## src/rtl/rv32_mem_pkg.sv

```systemverilog
// ============================================================================
// Module  : rv32_mem_pkg
// Brief   : Shared types, byte-enable constants and the alignment check for
//           the RV32 data-memory bridge.
// Revision: 1.0
// ============================================================================
`default_nettype none

package rv32_mem_pkg;

  localparam int ADDR_W_DEF = 32;
  localparam int DATA_W_DEF = 32;

  localparam logic [3:0] BE_BYTE0   = 4'b0001;
  localparam logic [3:0] BE_BYTE1   = 4'b0010;
  localparam logic [3:0] BE_BYTE2   = 4'b0100;
  localparam logic [3:0] BE_BYTE3   = 4'b1000;
  localparam logic [3:0] BE_HALF_LO = 4'b0011;
  localparam logic [3:0] BE_HALF_HI = 4'b1100;
  localparam logic [3:0] BE_WORD    = 4'b1111;

  typedef enum logic [1:0] {
    IDLE = 2'd0,
    REQ  = 2'd1,
    RESP = 2'd2
  } memState_t;

  // Only naturally aligned byte, halfword and word lane sets are legal;
  // an empty enable set is treated as misaligned as well.
  function automatic logic isMisaligned(input logic [3:0] be);
    case (be)
      BE_BYTE0, BE_BYTE1, BE_BYTE2, BE_BYTE3,
      BE_HALF_LO, BE_HALF_HI, BE_WORD: isMisaligned = 1'b0;
      default:                          isMisaligned = 1'b1;
    endcase
  endfunction

endpackage

`default_nettype wire

```

## src/rtl/bus_wdog_rv32.sv

```systemverilog
// ============================================================================
// Module  : bus_wdog_rv32
// Brief   : Bus request watchdog; oExpired flags the last allowed wait cycle.
// Revision: 1.0
// ============================================================================
`default_nettype none

module bus_wdog_rv32 #(
  parameter int LIMIT = 255,
  parameter int CNT_W = 8
) (
  input  logic iCLK,
  input  logic iRST,
  input  logic iClr,
  input  logic iEn,
  output logic oExpired
);

  localparam logic [CNT_W-1:0] c_lastCnt = CNT_W'(LIMIT - 1);

  logic [CNT_W-1:0] r_cnt;

  always_ff @(posedge iCLK or negedge iRST) begin
    if (!iRST) begin
      r_cnt <= '0;
    end else if (iClr) begin
      r_cnt <= '0;
    end else if (iEn) begin
      r_cnt <= r_cnt + 1'b1;
    end
  end

  // Counter holds the waits already seen, so this cycle is wait number LIMIT.
  assign oExpired = (r_cnt == c_lastCnt);

endmodule

`default_nettype wire

```

## src/rtl/dmem_bridge_rv32.sv

```systemverilog
// ============================================================================
// Module  : dmem_bridge_rv32
// Brief   : Core memory strobe to valid/ready bus bridge with stall and error
//           reporting. Optional bus timeout under macro BUS_TIMEOUT_EN.
// Revision: 1.0
// ============================================================================
`default_nettype none

module dmem_bridge_rv32
  import rv32_mem_pkg::*;
#(
  parameter int ADDR_W         = ADDR_W_DEF,
  parameter int DATA_W         = DATA_W_DEF,
  parameter int TIMEOUT_CYCLES = 255,
  parameter int TIMEOUT_W      = 8
) (
  input  logic              iCLK,
  input  logic              iRST,
  input  logic              iMEM,
  input  logic              iRW,
  input  logic [ADDR_W-1:0] iADDR,
  input  logic [DATA_W-1:0] iWDATA,
  input  logic [3:0]        iBE,
  output logic [DATA_W-1:0] oRDATA,
  output logic              oStallD,
  output logic              oERR,
  output logic              oBUS_VALID,
  output logic              oBUS_WE,
  output logic [ADDR_W-1:0] oBUS_ADDR,
  output logic [DATA_W-1:0] oBUS_WDATA,
  output logic [3:0]        oBUS_BE,
  input  logic              iBUS_READY,
  input  logic [DATA_W-1:0] iBUS_RDATA,
  input  logic              iBUS_ERR
);

  memState_t         r_state;
  logic [DATA_W-1:0] r_rdata;
  logic              r_err;
  logic              r_valid;
  logic              r_we;
  logic [ADDR_W-1:0] r_addr;
  logic [DATA_W-1:0] r_wdata;
  logic [3:0]        r_be;
  logic              w_misaligned;
  logic              w_timeout;

  assign w_misaligned = isMisaligned(iBE);

`ifdef BUS_TIMEOUT_EN
  logic w_wdogClr;
  logic w_wdogEn;

  assign w_wdogClr = (r_state == IDLE) && iMEM && !w_misaligned;
  assign w_wdogEn  = (r_state == REQ) && !iBUS_READY;

  bus_wdog_rv32 #(
    .LIMIT (TIMEOUT_CYCLES),
    .CNT_W (TIMEOUT_W)
  ) uWdog (
    .iCLK     (iCLK),
    .iRST     (iRST),
    .iClr     (w_wdogClr),
    .iEn      (w_wdogEn),
    .oExpired (w_timeout)
  );
`else
  assign w_timeout = 1'b0;
`endif

  always_ff @(posedge iCLK or negedge iRST) begin
    if (!iRST) begin
      r_state <= IDLE;
      r_rdata <= '0;
      r_err   <= 1'b0;
      r_valid <= 1'b0;
      r_we    <= 1'b0;
      r_addr  <= '0;
      r_wdata <= '0;
      r_be    <= '0;
    end else begin
      case (r_state)
        IDLE: begin
          if (iMEM) begin
            if (w_misaligned) begin
              r_err   <= 1'b1;
              r_rdata <= '0;
              r_state <= RESP;
            end else begin
              r_valid <= 1'b1;
              r_we    <= ~iRW;
              r_addr  <= {iADDR[ADDR_W-1:2], 2'b00};
              r_wdata <= iWDATA;
              r_be    <= iBE;
              r_err   <= 1'b0;
              r_state <= REQ;
            end
          end
        end
        REQ: begin
          // A handshake in the expiry cycle takes priority over the abort.
          if (iBUS_READY) begin
            r_rdata <= r_we ? '0 : iBUS_RDATA;
            r_err   <= iBUS_ERR;
            r_valid <= 1'b0;
            r_state <= RESP;
          end else if (w_timeout) begin
            r_rdata <= '0;
            r_err   <= 1'b1;
            r_valid <= 1'b0;
            r_state <= RESP;
          end
        end
        RESP:    r_state <= IDLE;
        default: r_state <= IDLE;
      endcase
    end
  end

  assign oStallD    = ((r_state == IDLE) && iMEM) || (r_state == REQ);
  assign oRDATA     = r_rdata;
  assign oERR       = r_err;
  assign oBUS_VALID = r_valid;
  assign oBUS_WE    = r_we;
  assign oBUS_ADDR  = r_addr;
  assign oBUS_WDATA = r_wdata;
  assign oBUS_BE    = r_be;

endmodule

`default_nettype wire

```

## config.mk

```make
export PLATFORM = sky130hd
export DESIGN_NAME = dmem_bridge_rv32
export DESIGN_NICKNAME = d
export VERILOG_FILES = /design/src/rtl/rv32_mem_pkg.sv /design/src/rtl/bus_wdog_rv32.sv /design/src/rtl/dmem_bridge_rv32.sv
export SDC_FILE = /design/constraint.sdc
export NUM_CORES = 1
export LEC_CHECK = 0
export ABC_AREA = 1
export CORE_AREA = 2 2 112 114
export DETAILED_ROUTE_END_ITERATION = 8
export DIE_AREA = 0 0 114 116
export PLACE_DENSITY = 0.84
export SLEW_MARGIN = 5
export SYNTH_ARGS = -nofsm -noshare
export SYNTH_HDL_FRONTEND = slang
export SYNTH_SLANG_ARGS = --single-unit
```

## constraint.sdc

```tcl
create_clock -name iCLK -period 1.5 [get_ports iCLK]
set_clock_uncertainty 0.1 [all_clocks]
set_input_delay 0.15 -clock iCLK [delete_from_list [all_inputs] [get_ports iCLK]]
set_output_delay 0.15 -clock iCLK [all_outputs]
set_load 0.02 [all_outputs]
```

* After elaboration in Yosys (flattened, before gate mapping) *
Cells that the tools add are included.

word-level totals
  register bits after elaboration = 103
  input bits = 106
  output and inout port bits = 104
  logic and storage cells = 48

cells by class
  eq/ne operators = 12
  multiplexer cells = 17
  bitwise operators = 1
  reduce and logical (&&, ||, !) cells = 10

operators with widths
  cell                  number
  $mux W32              4
  $pmux W32 S2          1
  $eq A4 B4 Y1 const B  3
  $eq A4 B2 Y1 const B  2
  $reduce_and A4 Y1     2
  $reduce_or A7 Y1      1
  $mux W1               6
  $mux W2               3
  $ne A2 B2 Y1 const B  3
  $reduce_and A3 Y1     2
  $eq A4 B1 Y1 const B  1
  $eq A4 B3 Y1 const B  1
  $pmux W1 S2           2
  $pmux W2 S2           1
  $eq A2 B1 Y1 const B  1
  $logic_not A2 Y1      1
  $ne A2 B1 Y1 const B  1
  $reduce_and A2 Y1     1
  $reduce_bool A2 Y1    1
  $logic_and A1 B1 Y1   1
  $logic_or A1 B1 Y1    1
  $not A1 Y1            1

* Depth between registers and ports, before layout *
  depth in word-level cells = 5
  depth in mapped cells = 10

* Worst setup path before layout *
OpenSTA, ideal clock, no wires.

  path kind = register to register
  start point = reg r_state[0]
  end point = reg r_rdata[0], in the netlist oRDATA[0]
  setup time = 0.066 ns
  arrival = 1.253 ns
  required time = 1.334 ns
  setup slack = 0.081 ns
  cell stages (with the launch flop) = 7
  path buffers = 1
  clock period less this slack = 1.419 ns
  cell sequence = dfrtp_1 -> nor2_4 -> nand2_1 -> nand2_2 -> clkbuf_1 -> nand3_1 -> nand2_1

on the way
  cells in the longest elaborated chain, start to end = 3
  elaborated cells between the ends (all ways) = 8

ends and longest elaborated chain
  what                                                          RTL line                 source
  from (decl)                                                   dmem_bridge_rv32.sv:37   memState_t r_state;
  from (signal assigned)                                        dmem_bridge_rv32.sv:73   r_state <= IDLE;
  from (signal assigned)                                        dmem_bridge_rv32.sv:88   r_state <= RESP;
  from (signal assigned)                                        dmem_bridge_rv32.sv:96   r_state <= REQ;
  $eq A2 B1 Y1 or $logic_not A2 Y1 (tied branches)              dmem_bridge_rv32.sv:82   case (r_state)
  $ne A2 B2 Y1 (no line) or $reduce_bool A2 Y1 (tied branches)  --
  $reduce_and A4 Y1 (no line)                                   --
  to (signal assigned)                                          dmem_bridge_rv32.sv:103  r_rdata <= r_we ? '0 : iBUS_RDATA;
  to (decl)                                                     dmem_bridge_rv32.sv:38   logic [DATA_W-1:0] r_rdata;

Several ways; a longest one is shown, not always the timed one.
A chain may end at the register's enable or synchronous reset.

* Worst setup path after layout *
  start point = in iBE[2]
  end point = reg r_rdata[22], in the netlist oRDATA[22]

on the way
  cells in the longest elaborated chain, start to end = 4
  elaborated cells between the ends (all ways) = 10

ends and longest elaborated chain
  what                                        RTL line                source
  from (decl)                                 dmem_bridge_rv32.sv:23  input logic [3:0] iBE,
  $eq A4 B1 Y1, or another cell as far along  rv32_mem_pkg.sv:31      case (be)
  $reduce_or A7 Y1 *                          rv32_mem_pkg.sv:31
  $ne A2 B2 Y1 (no line) *                    --
  $reduce_and A4 Y1 (no line) *               --

Mark *: on every way between the ends. The rest lies on a longest branch, timed or not.

==> run_results.csv <==
group,metric,value,unit
global_route,antenna_found_initial,0,
cts,insertion_delay,330,ps
place,post_dp_cell_area,6740,um^2
pwr,ir_worst_vdd,0.8927,mV
pwr,p_leak,3.998,nW
pwr,switchingPower,4.742,mW
synthesis,synth_seq_cells,103,
critical_path,endpoint_kind,"flip-flop",
route,ant_nets,0,
synthesis,yosysSeqAreaShare,59.49,%
floorplanning,die_width,114,um
synthesis,yosysUniqueCellTypes,18,
pwr,power.density,1704,nW/um^2
global_route,grt-ovfl-total,0,
critical_path,path_class,"input pin to flip-flop",
global_route,grt_pass1_wl,19740,um
global_route,grt_max_degree,53,
floorplanning,die_y,116,um
floorplanning,start_util,36.38,%
critical_path,crit_chain,"clkdlybuf4s50_1, nor2_2, nor2_2, nand2_2, nand3_4, buf_4, nand2_8, clkbuf_16, nand2_1, nand2_1",
global_route,grt_pass1_vias,4033,
cts,clock_path_buffers,2,
cts,cts_made_buffers,9,
timing,max_freq,0.6643,GHz
critical_path,crit_arrival,1630,ps
cts,ctsHtreeMaxLevel,3,
synthesis,ys_warn_count,0,
worst_hold_path,whs_endpoint,"oBUS_BE[3]",
outcome,status,"complete, but fails checks",
critical_path,rr_endpoint,"oRDATA[22]",
timing,min_period,1505,ps
worst_hold_path,holdCritStartpoint,"iBE[3]",
floorplanning,core-area,11910,um^2
timing,final_max_slew_viol_count,0,
route,routed_wl,12750,um
place,gp_congestion,0.7772,
pwr,clkPwrFrac,18.7,%
pwr,switching_share,39.24,%
route,drc_errors,0,
cts,cts.sinks,103,
critical_path,critPathMaxStageDelay,530,ps
place,portBuffers,205,
place,dp_hpwl,8942,um
timing,setup_viol,2,
pwr,p_int,7.342,mW
synthesis,synth_area,4333,um^2
job,drv_cap,0,
layout,drive_gt1_share,8.742,%
cts,cts_tree,"yes",
critical_path,required,1620,ps
timing,fin_crit_sh,100.4,%
cts,clk_pin_slew,70,ps
critical_path,regToRegSetupSlack,-5,ps
timing,setup_tns,-6.160,ps
layout,layout.nets,856,
layout,diodes,0,
pwr,combPwrFrac,45.0,%
route,routedWlPerCell,14.13,um
route,num_vias,4056,
synthesis,avgSynthCellArea,8.175,um^2
critical_path,r2r-start,"r_state[1]",
floorplanning,num_rows,40,
layout,area_growth,63.64,%
synthesis,synth_cells,530,
layout,utilization,59.53,%
floorplanning,pin_count,210,
timing,finalHoldViolCount,0,
floorplanning,dieArea,13220,um^2
critical_path,ff2ff_path_depth,8,
critical_path,path_max_fanout,6,
outcome,violations,"setup timing",
route,firstDrtPassIters,4,
route,via_per_inst,4.497,
worst_hold_path,hold_path_class,"input pin to flip-flop",
layout,fillCellCount,1070,
cts,cts-root-buf,"clkbuf_16",
timing,whs,43.65,ps
timing,rsz0062_at_grt,"true",
global_route,grt_usage,18.84,%
worst_hold_path,min_delay_path_depth,3,
layout,fin_area,7091,um^2
route,drt_iter0_markers,229,
critical_path,critical_path.slowest_cell,"clkdlybuf4s50_1",
critical_path,worst_setup_path_start_kind,"input pin",
timing,layout_setup_ws,-5.428,ps
pwr,pwr-share-seq,36.3,%
worst max-delay path: cells and delay by family:
kind                   cells  cell delay (ps)
buffers and inverters      3              840
and+or+nand+nor            7              620
cell usage after synthesis:
cell      instances  share of area (%)
inv_1            37                3.2
nor2_4            2               0.52
nand3_1          34                3.9
o21ai_0           1               0.12
a21oi_1           1               0.12
conb_1            1              0.087
clkbuf_1         11               0.95
buf_6             4                1.0
nor2_1           37                3.2
dfrtp_1         103                 59
nand2_2           2               0.29
nand2_1         279                 24
clkinv_1          1              0.087
buf_4             6                1.0
nand4_2           1               0.29
buf_2             8               0.92
or2_1             1               0.14
nand3_4           1               0.40
state kept, by name, indices dropped and copies added (netlist names):
| name | count |
|---|---|
| oERR | 1 |
| oBUS_WDATA | 32 |
| oBUS_WE | 1 |
| oBUS_ADDR | 30 |
| oBUS_BE | 4 |
| oRDATA | 32 |
| oBUS_VALID | 1 |
| r_state | 2 |
per-stage QoR:
stage	std cells	total power, mW	worst slack [ps]
6_report	902	12.08	-5.428
5_1_grt	902	12.80	-70.03
3_5_place_dp	880	10.38	-304.6
3_3_place_gp	880	10.27	-227.4
4_1_cts	897	11.89	3.576
2_1_floorplan	531	7.150	80.69
worst max-delay path by stage:
| stage | end | cells past startpoint | startpoint |
|---|---|---|---|
| finish | oRDATA[22] | 10 | iBE[2] |
| global route | oRDATA[22] | 8 | r_state[1] |
| CTS | oRDATA[28] | 7 | r_state[1] |
| detailed placement | oRDATA[28] | 8 | iBE[3] |
| global placement | oRDATA[24] | 8 | iBE[0] |
| floorplan | oRDATA[0] | 6 | r_state[0] |
repair_timing:
item / CTS / global route
cloned: 0 / 4
pin swaps: 0 / 2
endpoints found under the hold margin: 103 / 0
buffers inserted: 0 / 1
resized for setup: 107 / 23
hold buffers: 1 / 0
setup endpoints to repair: 134 / 98
cell usage in the layout (no fill, tap or decap), types with 2 or more instances in the layout:
cell type | synthesis | final
buf_8 | 0 | 2
clkdlybuf4s50_1 | 0 | 101
clkbuf_1 | 11 | 2
conb_1 | 1 | 2
buf_12 | 0 | 11
nor2_1 | 37 | 32
clkbuf_8 | 0 | 3
nand2_1 | 279 | 275
buf_6 | 4 | 4
dfrtp_1 | 103 | 103
dlygate4sd2_1 | 0 | 101
nand2_2 | 2 | 4
buf_4 | 6 | 12
inv_1 | 37 | 36
nor2_2 | 0 | 5
nor2_4 | 2 | 2
nand3_1 | 34 | 33
clkbuf_16 | 0 | 12
nand2_8 | 0 | 2
power groups by stage:
| stage | registers, mW | logic (mW) | clock network [mW] |
|---|---|---|---|
| after CTS | 4.39 | 5.20 | 2.30 |
| after global placement | 4.42 | 5.84 | 0 |
| after global routing | 4.52 | 5.87 | 2.41 |
| after detailed placement | 4.45 | 5.93 | 0 |
| final | 4.39 | 5.44 | 2.26 |
| after floorplan | 5.73 | 1.42 | 0 |
cells by family (layout without fill, tap and decap cells):
kind of cell | after synthesis | count (layout) | synth area share (%)
AOI/OAI and AO/OA | 2 | 2 | 0.2308
buffers and inverters | 67 | 291 | 7.248
other | 1 | 2 | 0.08655
and+or+nand+nor | 357 | 357 | 32.95
DFF | 103 | 103 | 59.49
final cells by class:
type / count / area [um^2] / share of cell area [%]
sequential: 103 / 2577 / 36.35
timing repair buffer: 237 / 2384 / 33.62
multi-input combinational: 361 / 1515 / 21.37
clock buffer: 14 / 274.0 / 3.864
tap: 147 / 183.9 / 2.594
inverter: 38 / 142.6 / 2.012
clock inverter: 2 / 13.76 / 0.1941
routing by layer:
layer  GRT usage [%]  wire length [um]  vias to the layer above
met5               0                 0                        -
met4           7.886               336                        0
met3           3.609               688                       25
met2           32.82              6384                      141
met1           23.03              5336                     1869
li1                -                 -                     2021
No activity file was read; power rests on OpenSTA's default activity.
